### config.mk
export PLATFORM = sky130hd
export DESIGN_NAME = multicycle_controller_flat
export DESIGN_NICKNAME = d
export VERILOG_FILES = /design/src/rtl/multicycle_controller_pkg.sv /design/src/rtl/multicycle_controller_if.sv /design/src/rtl/instr_counter.sv /design/src/rtl/multicycle_controller.sv /design/src/flat_wrapper.sv
export SDC_FILE = /design/constraint.sdc
export NUM_CORES = 1
export LEC_CHECK = 0
export ABC_AREA = 1
export ABC_CLOCK_PERIOD_IN_PS = 2900
export CAP_MARGIN = 10
export CORE_AREA = 5 5 109 80
export CTS_CLUSTER_DIAMETER = 100
export CTS_CLUSTER_SIZE = 24
export DETAILED_ROUTE_END_ITERATION = 10
export DIE_AREA = 0 0 114 85
export PLACE_DENSITY = 0.64
export SYNTH_ARGS = -nofsm -noshare
export SYNTH_HDL_FRONTEND = slang
export SYNTH_SLANG_ARGS = --single-unit
### constraint.sdc
create_clock -name clk -period 2.9 [get_ports clk]
set_input_delay 0.58 -clock clk [delete_from_list [all_inputs] [get_ports clk]]
set_output_delay 0.58 -clock clk [all_outputs]
set_load 0.01 [all_outputs]
### src/rtl/multicycle_controller_pkg.sv
// Shared types and encodings for the multicycle RISC-V controller.
// State enum, opcodes, datapath mux selects and the control bundle.
package riscv_pkg;

   typedef enum logic [3:0] {
      FETCH,
      DECODE,
      MEMADR,
      MEMREAD,
      MEMWB,
      MEMWRITE,
      EXECR,
      ALUWB,
      BEQ
   } state_t;

   localparam logic [6:0] OP_LW  = 7'b0000011;
   localparam logic [6:0] OP_SW  = 7'b0100011;
   localparam logic [6:0] OP_R   = 7'b0110011;
   localparam logic [6:0] OP_BEQ = 7'b1100011;

   localparam logic [1:0] SRCA_PC    = 2'b00;
   localparam logic [1:0] SRCA_OLDPC = 2'b01;
   localparam logic [1:0] SRCA_RD1   = 2'b10;

   localparam logic [1:0] SRCB_RD2  = 2'b00;
   localparam logic [1:0] SRCB_IMM  = 2'b01;
   localparam logic [1:0] SRCB_FOUR = 2'b10;

   localparam logic [1:0] RES_ALUOUT    = 2'b00;
   localparam logic [1:0] RES_DATA      = 2'b01;
   localparam logic [1:0] RES_ALURESULT = 2'b10;

   localparam logic [1:0] ALU_ADD   = 2'b00;
   localparam logic [1:0] ALU_SUB   = 2'b01;
   localparam logic [1:0] ALU_FUNCT = 2'b10;

   localparam logic [1:0] IMM_I = 2'b00;
   localparam logic [1:0] IMM_S = 2'b01;
   localparam logic [1:0] IMM_B = 2'b10;

   typedef struct packed {
      logic       pcUpdate;
      logic       adrSrc;
      logic       irWrite;
      logic       memWrite;
      logic       regWrite;
      logic       branch;
      logic [1:0] resultSrc;
      logic [1:0] aluSrcA;
      logic [1:0] aluSrcB;
      logic [1:0] aluOp;
      logic       instrDone;
      logic       illegal;
   } ctrl_t;

   function automatic logic [1:0] immSrcOf(input logic [6:0] op);
      unique case (1'b1)
         (op == OP_SW):  immSrcOf = IMM_S;
         (op == OP_BEQ): immSrcOf = IMM_B;
         default:        immSrcOf = IMM_I;
      endcase
   endfunction

endpackage

### src/rtl/multicycle_controller_if.sv
// Controller <-> datapath bundle: decode inputs in, enables and selects out.
// master is the controller side, slave is the datapath side.
interface multicycle_controller_if #(
   parameter int CNT_W = 32
);
   logic [6:0]       op;
   logic             zero;
   logic             mem_ready;
   logic             PCWrite;
   logic             AdrSrc;
   logic             IRWrite;
   logic             MemWrite;
   logic             RegWrite;
   logic             Branch;
   logic [1:0]       ResultSrc;
   logic [1:0]       ALUSrcA;
   logic [1:0]       ALUSrcB;
   logic [1:0]       ALUOp;
   logic [1:0]       ImmSrc;
   logic             instr_done;
   logic             illegal;
   logic [CNT_W-1:0] retired;

   modport master (
      input  op, zero, mem_ready,
      output PCWrite, AdrSrc, IRWrite, MemWrite,
      output RegWrite, Branch, ResultSrc, ALUSrcA,
      output ALUSrcB, ALUOp, ImmSrc, instr_done,
      output illegal, retired
   );

   modport slave (
      output op, zero, mem_ready,
      input  PCWrite, AdrSrc, IRWrite, MemWrite,
      input  RegWrite, Branch, ResultSrc, ALUSrcA,
      input  ALUSrcB, ALUOp, ImmSrc, instr_done,
      input  illegal, retired
   );
endinterface

### src/rtl/instr_counter.sv
// Retired-instruction counter: increments on enable, wraps naturally.
module instr_counter #(
   parameter int CNT_W = 32
) (
   input  logic             clk,
   input  logic             rst,
   input  logic             en,
   output logic [CNT_W-1:0] count
);

   always_ff @(posedge clk or posedge rst) begin
      if (rst)     count <= '0;
      else if (en) count <= count + 1'b1;
   end

endmodule

### src/rtl/multicycle_controller.sv
// Multicycle RISC-V main controller: FSM sequencing LW/SW/R-type/BEQ
// through the shared datapath, plus a retired-instruction counter.
module multicycle_controller
   import riscv_pkg::*;
#(
   parameter int CNT_W = 32
) (
   input  logic                    clk,
   input  logic                    rst,
   multicycle_controller_if.master bus
);

   state_t           state;
   state_t           nextState;
   ctrl_t            ctrl;
   logic [CNT_W-1:0] retired;
   logic             isLw;
   logic             isSw;
   logic             isR;
   logic             isBeq;

   assign isLw  = (bus.op == OP_LW);
   assign isSw  = (bus.op == OP_SW);
   assign isR   = (bus.op == OP_R);
   assign isBeq = (bus.op == OP_BEQ);

   always_ff @(posedge clk or posedge rst) begin
      if (rst) state <= FETCH;
      else     state <= nextState;
   end

   always_comb begin
      nextState = state;
      unique case (state)
         FETCH:    if (bus.mem_ready) nextState = DECODE;
         DECODE: begin
            unique case (1'b1)
               isLw, isSw: nextState = MEMADR;
               isR:        nextState = EXECR;
               isBeq:      nextState = BEQ;
               default:    nextState = FETCH;
            endcase
         end
         MEMADR: begin
            unique case (1'b1)
               isLw:    nextState = MEMREAD;
               isSw:    nextState = MEMWRITE;
               default: nextState = FETCH;
            endcase
         end
         MEMREAD:  if (bus.mem_ready) nextState = MEMWB;
         MEMWRITE: if (bus.mem_ready) nextState = FETCH;
         EXECR:    nextState = ALUWB;
         MEMWB,
         ALUWB,
         BEQ:      nextState = FETCH;
         default:  nextState = FETCH;
      endcase
   end

   always_comb begin
      ctrl = '0;
      unique case (state)
         FETCH: begin
            ctrl.aluSrcA   = SRCA_PC;
            ctrl.aluSrcB   = SRCB_FOUR;
            ctrl.aluOp     = ALU_ADD;
            ctrl.resultSrc = RES_ALURESULT;
            ctrl.irWrite   = bus.mem_ready;
            ctrl.pcUpdate  = bus.mem_ready;
         end
         DECODE: begin
            ctrl.aluSrcA = SRCA_OLDPC;
            ctrl.aluSrcB = SRCB_IMM;
            ctrl.aluOp   = ALU_ADD;
            ctrl.illegal = !(isLw || isSw || isR || isBeq);
         end
         MEMADR: begin
            ctrl.aluSrcA = SRCA_RD1;
            ctrl.aluSrcB = SRCB_IMM;
            ctrl.aluOp   = ALU_ADD;
         end
         MEMREAD: begin
            ctrl.adrSrc    = 1'b1;
            ctrl.resultSrc = RES_ALUOUT;
         end
         MEMWB: begin
            ctrl.resultSrc = RES_DATA;
            ctrl.regWrite  = 1'b1;
            ctrl.instrDone = 1'b1;
         end
         MEMWRITE: begin
            ctrl.adrSrc    = 1'b1;
            ctrl.resultSrc = RES_ALUOUT;
            ctrl.memWrite  = 1'b1;
            ctrl.instrDone = bus.mem_ready;
         end
         EXECR: begin
            ctrl.aluSrcA = SRCA_RD1;
            ctrl.aluSrcB = SRCB_RD2;
            ctrl.aluOp   = ALU_FUNCT;
         end
         ALUWB: begin
            ctrl.resultSrc = RES_ALUOUT;
            ctrl.regWrite  = 1'b1;
            ctrl.instrDone = 1'b1;
         end
         BEQ: begin
            ctrl.aluSrcA   = SRCA_RD1;
            ctrl.aluSrcB   = SRCB_RD2;
            ctrl.aluOp     = ALU_SUB;
            ctrl.resultSrc = RES_ALUOUT;
            ctrl.branch    = 1'b1;
            ctrl.instrDone = 1'b1;
         end
         default: ctrl = '0;
      endcase
   end

   // enables are masked by rst so an in-flight write dies with the reset
   assign bus.PCWrite    = !rst &&
                           (ctrl.pcUpdate || (ctrl.branch && bus.zero));
   assign bus.IRWrite    = !rst && ctrl.irWrite;
   assign bus.MemWrite   = !rst && ctrl.memWrite;
   assign bus.RegWrite   = !rst && ctrl.regWrite;
   assign bus.instr_done = !rst && ctrl.instrDone;
   assign bus.illegal    = !rst && ctrl.illegal;
   assign bus.AdrSrc     = ctrl.adrSrc;
   assign bus.Branch     = ctrl.branch;
   assign bus.ResultSrc  = ctrl.resultSrc;
   assign bus.ALUSrcA    = ctrl.aluSrcA;
   assign bus.ALUSrcB    = ctrl.aluSrcB;
   assign bus.ALUOp      = ctrl.aluOp;
   assign bus.ImmSrc     = immSrcOf(bus.op);
   assign bus.retired    = retired;

   instr_counter #(
      .CNT_W(CNT_W)
   ) u_instrCounter (
      .clk  (clk),
      .rst  (rst),
      .en   (bus.instr_done),
      .count(retired)
   );

endmodule

### src/flat_wrapper.sv
// flat-port wrapper written by rule: the top's interface ports become plain ports
module multicycle_controller_flat import riscv_pkg::*;
#(
   parameter int CNT_W = 32
)
  (clk, rst, bus_op, bus_zero, bus_mem_ready, bus_PCWrite, bus_AdrSrc, bus_IRWrite, bus_MemWrite, bus_RegWrite, bus_Branch, bus_ResultSrc, bus_ALUSrcA, bus_ALUSrcB, bus_ALUOp, bus_ImmSrc, bus_instr_done, bus_illegal, bus_retired);
  multicycle_controller_if #(.CNT_W(CNT_W)) bus_i ();
  input  logic clk;
  input  logic rst;
  input wire logic [$bits(bus_i.op)-1:0] bus_op;
  input wire logic [$bits(bus_i.zero)-1:0] bus_zero;
  input wire logic [$bits(bus_i.mem_ready)-1:0] bus_mem_ready;
  output wire logic [$bits(bus_i.PCWrite)-1:0] bus_PCWrite;
  output wire logic [$bits(bus_i.AdrSrc)-1:0] bus_AdrSrc;
  output wire logic [$bits(bus_i.IRWrite)-1:0] bus_IRWrite;
  output wire logic [$bits(bus_i.MemWrite)-1:0] bus_MemWrite;
  output wire logic [$bits(bus_i.RegWrite)-1:0] bus_RegWrite;
  output wire logic [$bits(bus_i.Branch)-1:0] bus_Branch;
  output wire logic [$bits(bus_i.ResultSrc)-1:0] bus_ResultSrc;
  output wire logic [$bits(bus_i.ALUSrcA)-1:0] bus_ALUSrcA;
  output wire logic [$bits(bus_i.ALUSrcB)-1:0] bus_ALUSrcB;
  output wire logic [$bits(bus_i.ALUOp)-1:0] bus_ALUOp;
  output wire logic [$bits(bus_i.ImmSrc)-1:0] bus_ImmSrc;
  output wire logic [$bits(bus_i.instr_done)-1:0] bus_instr_done;
  output wire logic [$bits(bus_i.illegal)-1:0] bus_illegal;
  output wire logic [$bits(bus_i.retired)-1:0] bus_retired;
  assign bus_i.op = bus_op;
  assign bus_i.zero = bus_zero;
  assign bus_i.mem_ready = bus_mem_ready;
  assign bus_PCWrite = bus_i.PCWrite;
  assign bus_AdrSrc = bus_i.AdrSrc;
  assign bus_IRWrite = bus_i.IRWrite;
  assign bus_MemWrite = bus_i.MemWrite;
  assign bus_RegWrite = bus_i.RegWrite;
  assign bus_Branch = bus_i.Branch;
  assign bus_ResultSrc = bus_i.ResultSrc;
  assign bus_ALUSrcA = bus_i.ALUSrcA;
  assign bus_ALUSrcB = bus_i.ALUSrcB;
  assign bus_ALUOp = bus_i.ALUOp;
  assign bus_ImmSrc = bus_i.ImmSrc;
  assign bus_instr_done = bus_i.instr_done;
  assign bus_illegal = bus_i.illegal;
  assign bus_retired = bus_i.retired;
  multicycle_controller #(.CNT_W(CNT_W)) u_core (.clk(clk), .rst(rst), .bus(bus_i));
endmodule
==> metrics.txt <==
status=finished clean; worst hold path class=flop to flop; Hold Crit Depth=1; clk_lat worst skew=0.29 ns; post-cts repair resize count=0; CP Cell Sequence=nor2_1, inv_1, nor3_1, nand3_1, nor2_1, clkdlybuf4s50_1; syn avg cell area=6.20 µm²; CP endpoint kind=primary output; Ports=61; Required @ worst endpoint=2.32 ns; clk sink count=36; CTS tree=built; DP HPWL=5400 µm; Initial Util=32.6%; Setup WS pre-CTS=0.187 ns; Post-Syn Instances=400; Final min period=2.75 ns; TritonCTS Buffers=5; Final Cycle Share=94.8%; CP most frequent cell=nor2_1; Crit path depth=6; Starting DRT DRC Count=153; Max Buffers Root-to-Sink=2; antenna cells=0; FP Rows=27; vias in the first global route=between 2k and 2.5k; crit path DAT=approximately 2.2 ns; Clk Tree Root Cell=clkbuf_8; Tot GR Track Use=14.4%; Fmax=between 0.3 and 0.4 GHz; die width=roughly 110 µm; number of port buffers=60; final wirelength=6820 µm; via count=2,579; Max-slew headroom=roughly 64%; Critical-path top delay cell=clkdlybuf4s50_1; crit path buf inv count=2; largest net degree at the start of global routing=42; Worst-Margin Slew=0.530 ns; aggregate global routing overflow=0; die height=85 µm; delay-heaviest family, CP=simple AND/OR/NAND/NOR gates; Setup TNS=0 ns; htree depth=2; first-pass GRT wire length=roughly 11,000 µm; synthesis warning total=0; drt wl/cell=12.1 µm; Slew Viols, Final=0; VDD IR-drop max=0.222 mV; Final Hold Violating Endpoints=0; P&R area growth vs syn=32.2%; RSZ-0062 raised after global routing=false; clk slew on worst S/H paths=0.07 ns; post-synthesis instance area=approximately 2500 µm²; Synthesized Nets=roughly 400; CTS hold repair buffers=0; die area=9690 µm²; 1st-pass router iterations=5; Max Cap Violations=0; crit path max fanout=4; Pleak=1.63 nW; crit path launch type=flop; Reg2Reg Depth=8; # Post-CTS Setup Buffers=0; vias per inst=4.56; Setup violations, final=0; setup ws final=0.150 ns; core outline area=between 7000 and 8000 µm²; global placement routability congestion=0.874; Yosys reg bits=36; Clock Skew=0.00790 ns; library cells used by synthesis=24; Final ANT Viol Nets=0; Pwr per Cell Area=412 nW/µm²; register area share after synthesis=between 30 and 40%; initial antenna violation count=0; CP max stage delay=0.55 ns; CP Class=flop to primary output; fin nets=477; fraction of layout cells with a size suffix above 1=around 3.7%; DRC=0
cell usage in the layout (no fill, tap or decap), drive strengths merged, types with 3 or more instances in the layout:
| master | n |
|---|---|
| nand4 | 7 |
| clkbuf | 7 |
| dfrtp | 36 |
| xnor2 | 6 |
| inv | 59 |
| nor2 | 61 |
| nor3 | 10 |
| clkdlybuf4s50 | 60 |
| nand2 | 168 |
| xor2 | 9 |
| buf | 3 |
| o21ai | 3 |
| nand3 | 30 |
report_power, final:
| group | switching (mW) | internal (mW) |
|---|---|---|
| Combinational | 0.210 | 0.178 |
| Sequential | 0.0452 | 0.533 |
| Clock | 0.172 | 0.212 |
| Total | 0.428 | 0.923 |
cells in the mapped netlist, drive strengths merged:
cell type	count	area share [%]
or2	1	0.25
nand4	7	1.8
nand2	168	26
ha	1	0.50
dfrtp	36	36
nor3	10	2.0
nand3b	1	0.30
clkinv	1	0.15
nand3	30	6.6
xnor2	6	2.1
buf	5	1.9
a31o	1	0.35
inv	59	8.9
nor2	61	9.3
xor2	9	3.2
and2	1	0.25
o21ai	3	0.60
per-stage QoR:
step | instance area [µm²] | hold slack, ns | power (mW) | instances | util, %
CTS | 3280 | 0.534 | 1.37 | 566 | 43.2
finish | 3280 | 0.531 | 1.35 | 566 | 43.2
global placement | 3180 | 0.519 | 0.972 | 559 | 41.9
global route | 3280 | 0.543 | 1.43 | 566 | 43.2
detailed placement | 3180 | 0.524 | 0.977 | 559 | 41.9
floorplan | 2480 | 0.542 | 0.781 | 400 | -
sequential cells by signal, indices dropped and copies added (netlist names):
register                     count
u_core.state                     4
u_core.u_instrCounter.count     32
logic make-up after synthesis:
family          count (synthesis)  share of synthesized area, %
xor+xnor                       15                          5.30
buf+inv                        65                          10.9
flops                          36                          36.3
compound gates                  4                         0.958
fa+ha+maj                       1                         0.504
simple gates                  279                          46.0
path summary, 6_finish.rpt:
path | from | end | slack, ns
setup / recovery | u_core.state[2] | bus_illegal | 0.15
max in group asynchronous | rst | u_core.u_instrCounter.count[25] | 1.61
setup reg to reg | u_core.u_instrCounter.count[0] | u_core.u_instrCounter.count[20] | 0.95
hold / removal | u_core.u_instrCounter.count[6] | u_core.u_instrCounter.count[6] | 0.53
min in group asynchronous | rst | u_core.state[3] | 0.84
hold reg to reg | u_core.u_instrCounter.count[6] | u_core.u_instrCounter.count[6] | 0.53
final cells by class:
cell class	instances	area (µm²)
fill	795	4320
multi-input combinational	299	1310
sequential	36	901
timing repair buffer	63	623
inverter	60	225
tap	101	126
clock buffer	7	96.3
worst reg2reg max path: cells and delay by family, from the launching register on:
family	cells	cell delay [ns]
buffers and inverters	1	0.04
and+or+nand+nor	6	1.18
DFF	1	0.44
adders and majority gates	1	0.20
routing by layer:
metal | vias up | track usage (%) | share of wire, %
met3 | 8 | 4.35 | 8.4
met2 | 71 | 20.7 | 41
met1 | 1163 | 20.9 | 50
met4 | 0 | 3.34 | 1.1
met5 | - | 0 | 0
li1 | 1337 | - | -
Note: power is estimated with default switching activity, not from simulation.
==> RTL change: new RTL, same flow settings <==
The 9 states of `state_t` get a Gray code encoding in 4 bits.
--- a/src/rtl/multicycle_controller_pkg.sv
+++ b/src/rtl/multicycle_controller_pkg.sv
@@ -3,15 +3,15 @@
 package riscv_pkg;
 
    typedef enum logic [3:0] {
-      FETCH,
-      DECODE,
-      MEMADR,
-      MEMREAD,
-      MEMWB,
-      MEMWRITE,
-      EXECR,
-      ALUWB,
-      BEQ
+      FETCH    = 4'b0000,
+      DECODE   = 4'b0001,
+      MEMADR   = 4'b0011,
+      MEMREAD  = 4'b0010,
+      MEMWB    = 4'b0110,
+      MEMWRITE = 4'b0111,
+      EXECR    = 4'b0101,
+      ALUWB    = 4'b0100,
+      BEQ      = 4'b1100
    } state_t;
 
    localparam logic [6:0] OP_LW  = 7'b0000011;
Check against the original RTL: no difference found for any inputs over 10 cycles, from zero or initial values and one cycle with rst high; not proved beyond that.
==> RTL change against the unedited design <==
Sequential cell count did not move. Area after synthesis rose by 1.1%. Sequential share of layout area fell by 0.063 points. Routed wire length rose by 3.9%. Final area rose by 0.23%. Final cell count fell by 1.1%. Power rose by 8.5%. Worst setup slack improved by 64 ps. Critical path type is now in -> out.
==> RTL change: results (changes against the unedited design) <==
| Metric | Value |
|---|---|
| Post-CTS Setup Repair Bufs | 0 (unchanged) |
| Async SR Flop Fraction | 100% (unchanged) |
| Biggest regs | u_core.u_instrCounter.count x32, u_core.state x4 |
| Kind of cell adding the most delay to the critical path | buffers and inverters |
| Number of global-route vias before repair | 2506 (+7.0%) |
| Clock buffer depth | 2 (unchanged) |
| Pin count of the biggest net entering global routing | 49 (+17%) |
| Yosys warns | 0 (unchanged) |
| Hold Path Class | reg -> reg |
| Lkg Pwr | 0.00145 uW (-11%) |
| Reg2reg setup slack | 880 ps (-70 ps) |
| Status | completed |
| Top cells by count, synth | nand2_1, nor2_1, inv_1, dfrtp_1, nand3_1 |
| N_diodes | 0 (unchanged) |
| Dpl hpwl | 5490 um (+1.7%) |
| GPL Wtd Cong | 0.878 (+0.45%) |
| Syn_nets | 407 (-1.2%) |
| Nets | 470 (-1.5%) |
| # fillers | 782 (-1.6%) |
| Inserted Clock Buffers | 5 (unchanged) |
| Register area share after synthesis | 35.9% (-0.40 points) |
| Crit-path slowest cell | clkdlybuf4s50_1 |
| Clock slew at reported path FFs | 70 ps (about the same) |
| HP Start | u_core.u_instrCounter.count[0] |
| Worst-Skew Late Latency | 280 ps |
| Post-CTS Resized | 0 (unchanged) |
| Global-route wire length before repair | 12100 um (+6.5%) |
| RR Startpoint | u_core.state[1] |
| Initial DRC Count | 114 (-25%) |
| Rel. slew slack | 68.8% (+4.4 points) |
| Detailed Routing Iterations Pass 1 | 4 (-1) |
| Final wirelength | 7090 um (+3.9%) |
| Port Buffers | 60 (unchanged) |
| Initial antenna violation count | 0 (unchanged) |
| Placed Area | 3200 sq um (+0.35%) |
| Largest Register | u_core.u_instrCounter.count |
| Layout cells sized above 1 | 5.01% (+1.4 points) |
| Unique masters post-synth | 23 (-4.2%) |
| CP max stage delay | 560 ps |
| Crit Path Max Fanout | 6 (+2) |
| Root buffer cell | clkbuf_8 |
| Top FF cell, synth | dfrtp_1 |
| Beginning of the critical path | rst |
| Skew final | 3.41 ps (-4.49 ps) |
| Max VDD drop | 226 uV (+1.7%) |
| H-tree depth | 2 (unchanged) |
| Via density | 4.65 (+2.1%) |
| Ranking of synthesized cells by area | dfrtp_1, nand2_1, nor2_1, inv_1, nand3_1 |
| Setup TNS | 0 ps (unchanged) |
| GRT Total Usage | 15.5% (+1.1 points) |
-- RTL change: area by class of cell --
class / instances / share of cell area (%)
Clock buffer: 8 / 2.74
Inverter: 48 / 5.48
Multi-Input combinational cell: 304 / 41.6
Sequential cell: 36 / 27.4
Tap cell: 101 / 3.84
Timing Repair Buffer: 63 / 18.9
-- RTL change: cell families after synthesis --
family | synth area share (%)
compound gates | 2.79
xor+xnor | 3.84
fa+ha+maj | 0.499
buf+inv | 9.68
flops | 35.9
simple gates | 47.3
-- RTL change: worst reg2reg max path, cell delays in order (launching register included) --
cell     delay [ps]
dfrtp_1         470
nor2_1          140
nand2_1          90
inv_2           100
nand2_1          70
nand3_2         130
buf_4           440
inv_2           280
nand2_1         100
o21ai_0          90
-- RTL change: metrics by stage --
stage                     std cells  worst slack, ps  util, %  hold WS (ps)
after floorplan                 395              261        -           526
after global routing            560             2.12     43.3           567
after CTS                       560              216     43.2           539
final                           560              215     43.3           532
after global placement          552              259     42.0           519
after detailed placement        552              226     42.0           524
-- RTL change: per-layer routing --
layer | GRT usage, % | vias to the layer above | wire (um)
li1 | - | 1345 | -
met1 | 22.5 | 1178 | 3490
met2 | 23.4 | 76 | 3030
met3 | 3.49 | 7 | 523
met4 | 3.34 | 0 | 52
met5 | 0 | - | 0
-- RTL change: worst paths after layout --
path,end,cells after the start
max,bus_instr_done,5
min,u_core.u_instrCounter.count[0],1
max reg2reg,u_core.u_instrCounter.count[5],9
min reg2reg,u_core.u_instrCounter.count[0],1
max in group asynchronous,u_core.u_instrCounter.count[13],3
min in group asynchronous,u_core.state[1],3
-- RTL change: power breakdown --
group | switching (uW) | internal [uW] | leakage [uW]
Combinational | 235 | 227 | 0.000926
Clock | 176 | 194 | 0.0000455
Sequential | 77.6 | 556 | 0.000483
